===== config.mk =====
export PLATFORM = sky130hd
export DESIGN_NAME = regfile_wb_scheduler
export DESIGN_NICKNAME = d
export VERILOG_FILES = /design/src/rtl/regfile_wb_scheduler.sv
export SDC_FILE = /design/constraint.sdc
export NUM_CORES = 1
export LEC_CHECK = 0
export CAP_MARGIN = 40
export CORE_MARGIN = 2
export CORE_UTILIZATION = 43
export CTS_BUF_LIST = sky130_fd_sc_hd__clkbuf_16
export DETAILED_ROUTE_END_ITERATION = 6
export PLACE_DENSITY = 0.88
export SYNTH_ARGS = -nofsm -noshare
export SYNTH_HDL_FRONTEND = slang
export SYNTH_SLANG_ARGS = --single-unit
export TNS_END_PERCENT = 50

===== constraint.sdc =====
create_clock -name clk_i -period 4.85 [get_ports clk_i]
set_clock_uncertainty 0.15 [all_clocks]
set_input_delay 0.97 -clock clk_i [delete_from_list [all_inputs] [get_ports clk_i]]
set_output_delay 0.97 -clock clk_i [all_outputs]
set_load 0.02 [all_outputs]

===== src/rtl/regfile_wb_scheduler.sv =====
// Register file write-port arbiter (ALU/LSU round-robin) with a
// per-register busy scoreboard that gates instruction issue.
module regfile_wb_scheduler #(
   parameter int RegWidth = 32,
   parameter int RegDepth = 32,
   localparam int AW = $clog2(RegDepth)
) (
   input  logic                clk_i,
   input  logic                rst_ni,
   input  logic                flush_i,
   input  logic                iss_valid_i,
   output logic                iss_ready_o,
   input  logic [AW-1:0]       iss_rs1_addr_i,
   input  logic [AW-1:0]       iss_rs2_addr_i,
   input  logic [AW-1:0]       iss_rd_addr_i,
   input  logic                iss_rd_en_i,
   input  logic                alu_valid_i,
   output logic                alu_ready_o,
   input  logic [AW-1:0]       alu_addr_i,
   input  logic [RegWidth-1:0] alu_data_i,
   input  logic                lsu_valid_i,
   output logic                lsu_ready_o,
   input  logic [AW-1:0]       lsu_addr_i,
   input  logic [RegWidth-1:0] lsu_data_i,
   output logic                rd_wr_en_o,
   output logic [AW-1:0]       rd_addr_o,
   output logic [RegWidth-1:0] rd_data_o,
   output logic [RegDepth-1:0] busy_o
);

   logic [RegDepth-1:0] r_busy;
   logic [RegDepth-1:0] w_busy_nxt;
   logic                r_last_lsu;
   logic                w_gnt_alu;
   logic                w_gnt_lsu;
   logic                w_wb_fire;
   logic                w_iss_fire;
   logic                w_waw;
   logic [AW-1:0]       w_wb_addr;
   logic [RegWidth-1:0] w_wb_data;

   // Grants are forced low while reset is asserted so nothing can fire.
   always_comb begin
      w_gnt_alu = 1'b0;
      w_gnt_lsu = 1'b0;
      if (rst_ni) begin
         if (alu_valid_i && lsu_valid_i) begin
            w_gnt_alu = r_last_lsu;
            w_gnt_lsu = !r_last_lsu;
         end else begin
            w_gnt_alu = alu_valid_i;
            w_gnt_lsu = lsu_valid_i;
         end
      end
   end

   always_comb begin
      w_wb_addr = '0;
      w_wb_data = '0;
      if (w_gnt_alu) begin
         w_wb_addr = alu_addr_i;
         w_wb_data = alu_data_i;
      end else if (w_gnt_lsu) begin
         w_wb_addr = lsu_addr_i;
         w_wb_data = lsu_data_i;
      end
   end

   assign w_wb_fire = w_gnt_alu | w_gnt_lsu;
   assign w_waw     = iss_rd_en_i & r_busy[iss_rd_addr_i];

   assign iss_ready_o = rst_ni & !flush_i
                      & !r_busy[iss_rs1_addr_i]
                      & !r_busy[iss_rs2_addr_i]
                      & !w_waw;

   assign w_iss_fire = iss_valid_i & iss_ready_o;

   // Clear before set so a same-edge issue to the register keeps it busy.
   always_comb begin
      w_busy_nxt = r_busy;
      if (flush_i) begin
         w_busy_nxt = '0;
      end else begin
         if (w_wb_fire) begin
            w_busy_nxt[w_wb_addr] = 1'b0;
         end
         if (w_iss_fire && iss_rd_en_i) begin
            w_busy_nxt[iss_rd_addr_i] = 1'b1;
         end
      end
      w_busy_nxt[0] = 1'b0;
   end

   always_ff @(posedge clk_i or negedge rst_ni) begin
      if (!rst_ni) begin
         r_busy     <= '0;
         r_last_lsu <= 1'b1;
      end else begin
         r_busy <= w_busy_nxt;
         if (w_wb_fire) begin
            r_last_lsu <= w_gnt_lsu;
         end
      end
   end

   assign alu_ready_o = w_gnt_alu;
   assign lsu_ready_o = w_gnt_lsu;
   assign rd_wr_en_o  = w_wb_fire;
   assign rd_addr_o   = w_wb_addr;
   assign rd_data_o   = w_wb_data;
   assign busy_o      = r_busy;

endmodule


==> run_results.csv <==
group,metric,value,unit
outcome,status,"finished clean",
floorplan,die_x,87.8,um
detailed_routing,vias,3655,
floorplan,dieHeight,87.8,um
logic_synthesis,synth_top_cell_by_area,"dfrtp_1",
critical_path,cpMaxStageDelayCell,"clkdlybuf4s50_1",
clocking,cts_tree,"yes",
critical_path,arrival,3.59,ns
floorplan,die_area,7720,um2
timing,whs,0.346,ns
floorplan,io_pins,169,
final_layout,drive_gt1_share,12.0,%
logic_synthesis,synth_top_area_share,25.7,%
logic_synthesis,netlist_area,3020,um2
detailed_routing,drtIter0Drc,504,
detailed_routing,drtPass1Iterations,5,
logic_synthesis,ys_seq_area_share,26.5,%
global_routing,grt_max_degree,38,
detailed_routing,wl_per_cell,22.3,um
clocking,insertion_delay,0.27,ns
timing,setup_tns,0,ns
timing,worstMarginPinSlew,0.756,ns
logic_synthesis,synth_area_leaders,"dfrtp_1 26%, a22o_1 9.6%, mux2i_1 6.3%, o31ai_1 6.2%, mux4_2 4.5%",
hold_path,holdPathEnd,"r_last_lsu",
critical_path,start_kind,"input pin",
hold_path,hold_path_class,"flip-flop to flip-flop",
global_routing,grt_pass1_wl,18500,um
critical_path,cp_common_cell,"clkdlybuf4s50_1",
critical_path,slowest_delay,0.74,ns
global_routing,grt_pass1_vias,3444,
floorplan,num_rows,30,
detailed_routing,finalWirelength,12500,um
timing,fin_crit,4.71,ns
floorplan,start_util,44.5,%
critical_path,path_buf_inv,2,
clocking,clock_path_buffers,2,
logic_synthesis,syn_inst,301,
critical_path,required,3.73,ns
floorplan,core,6790,um2
power,ir_worst_vdd,0.109,mV
logic_synthesis,synthesis.nets,397,
final_layout,nets,563,
place,post_dp_cell_area,4850,um2
critical_path,r2r_cells,7,
critical_path,crit_type,"input pin to output pin",
timing,hold_viol,0,
clocking,cts_root_buf,"clkbuf_16",
power,p_leak,1.96,nW
logic_synthesis,synth_ff_type,"dfrtp_1",
final_layout,stdcell_area,4980,um2
place,dp_hpwl,10000,um
final_layout,n_antenna_cell,0,
clocking,path_clk_slew,0.05,ns
final_layout,final_common_cell,"clkdlybuf4s50_1",
logic_synthesis,synth.distinct_cells,63,
timing,finalCritPeriodShare,97.1,%
logic_synthesis,post_synth.cell_area_avg,10.0,um2
critical_path,path_cells,"clkdlybuf4s50_1, mux2_2, a22oi_1, o221ai_1, o31ai_1, and4_1, clkdlybuf4s50_1",
final_layout,area_delta_synth_final,64.9,%
critical_path,crit_fanout,13,
place,port_buffers,167,
final_layout,utilization,73.4,%
critical_path,cp-end-kind,"output pin",
logic_synthesis,async_flop_share,100,%
timing,final_max_slew_viol_count,0,
timing,maxSlewHeadroom,49.3,%
timing,rsz0062_at_grt,"no",
detailed_routing,vias_per_cell,6.49,
timing,finalSetupViolations,0,
global_routing,overflow,0,
logic_synthesis,ys_seq_elements,32,
logic_synthesis,synth_edf_count,0,
detailed_routing,detail-route-antenna-nets,0,
logic_synthesis,synth_warnings,0,
place,place_congestion,0.967,
clocking,h-tree-depth,2,
global_routing,antenna_found_initial,0,
global_routing,grt_usage,31.6,%
hold_path,hold_depth,2,
job,drv_cap,0,
critical_path,crit_family,"buffers and inverters",
hold_path,holdCritStartpoint,"r_last_lsu",
clocking,cts_made_buffers,5,
critical_path,r2r_slack,1.97,ns
detailed_routing,drc,0,
power,powerDensity,175,nW/um2
timing,max_freq,212,MHz
critical_path,worst_r2r_startpoint,"busy_o[10]",
critical_path,rr_endpoint,"busy_o[1]",
clocking,cts.sinks,32,
final_layout,layout_common_cells,"166 x clkdlybuf4s50_1, 33 x a22o_1, 31 x dfrtp_1",
-- cells in the mapped netlist, drive strengths merged (4+ instances only) --
cell	count
nand3b	5
nand2	10
nor2b	4
mux4	10
nor2	11
o41ai	7
nand2b	9
dfrtp	31
a22o	33
mux2	7
nand3	6
clkbuf	14
mux2i	19
o311ai	15
inv	8
a32oi	5
o31ai	25
buf	17
o211ai	16
-- repair_timing --
action / 4_1_cts / 5_1_grt
endpoints found under the setup margin: 0 / 1
buffers inserted: 0 / 0
hold buffers: 0 / 0
gates resized for setup: 0 / 1
-- logic make-up (layout without fill, tap and decap cells) --
group | after synthesis | count (layout) | share of synthesized area [%]
multiplexers | 36 | 36 | 17.0
buffers and inverters | 40 | 206 | 6.58
AO/OA/AOI/OAI | 125 | 125 | 35.3
AND/OR/NAND/NOR | 67 | 67 | 14.4
flip-flops | 32 | 32 | 26.5
other | 1 | 1 | 0.124
-- area by class of cell --
class,instances,area (um2)
clock buffer,5,125
multi-input combinational,229,2020
clock inverter,2,7.51
inverter,9,33.8
sequential,32,802
tap,96,120
fill,510,1810
timing repair buffer,190,1870
-- worst reg2reg max path, stage by stage (launching register included) --
cell and delay, ns:
dfrtp_1 0.44, mux4_1 0.53, mux2_2 0.28, and3_1 0.21, nor3_4 0.12, buf_4 0.14
nand4_4 0.42, o41ai_2 0.47
-- stage by stage --
step	setup slack (ns)	instances	power [mW]
floorplan	1.17	301	0.414
global placement	0.108	556	0.583
detailed placement	0.0863	556	0.588
CTS	0.0752	563	0.872
global route	0.0261	563	0.901
finish	0.139	563	0.873
-- per-layer routing --
layer  vias up  track usage, %  share of wire [%]
met3        47            4.05                8.3
met4         0            11.5                4.1
met1      1738            36.9                 36
met5         -               0                  0
li1       1597               -                  -
met2       273            58.8                 52
-- state kept, by name (all words and copies together), names as in the netlist --
signal	cells
busy_o	31
r_last_lsu	1
-- power breakdown --
part | leakage, nW | switching [mW] | total [mW] | internal [mW]
combinational | 1.45 | 0.152 | 0.314 | 0.162
sequential | 0.444 | 0.00232 | 0.273 | 0.270
clock | 0.0648 | 0.103 | 0.287 | 0.183
total | 1.96 | 0.258 | 0.873 | 0.615
-- worst max-delay path by stage --
stage	start	cells after the start	end	slack (ns)
2_1_floorplan	alu_valid_i	6	rd_data_o[15]	1.17
3_3_place_gp	iss_rd_addr_i[1]	7	iss_ready_o	0.11
3_5_place_dp	iss_rd_addr_i[1]	8	iss_ready_o	0.09
4_1_cts	iss_rd_addr_i[1]	8	iss_ready_o	0.08
5_1_grt	iss_rs1_addr_i[1]	8	iss_ready_o	0.03
6_report	iss_rd_addr_i[3]	7	iss_ready_o	0.14
Note: power is estimated with default switching activity, not from simulation.
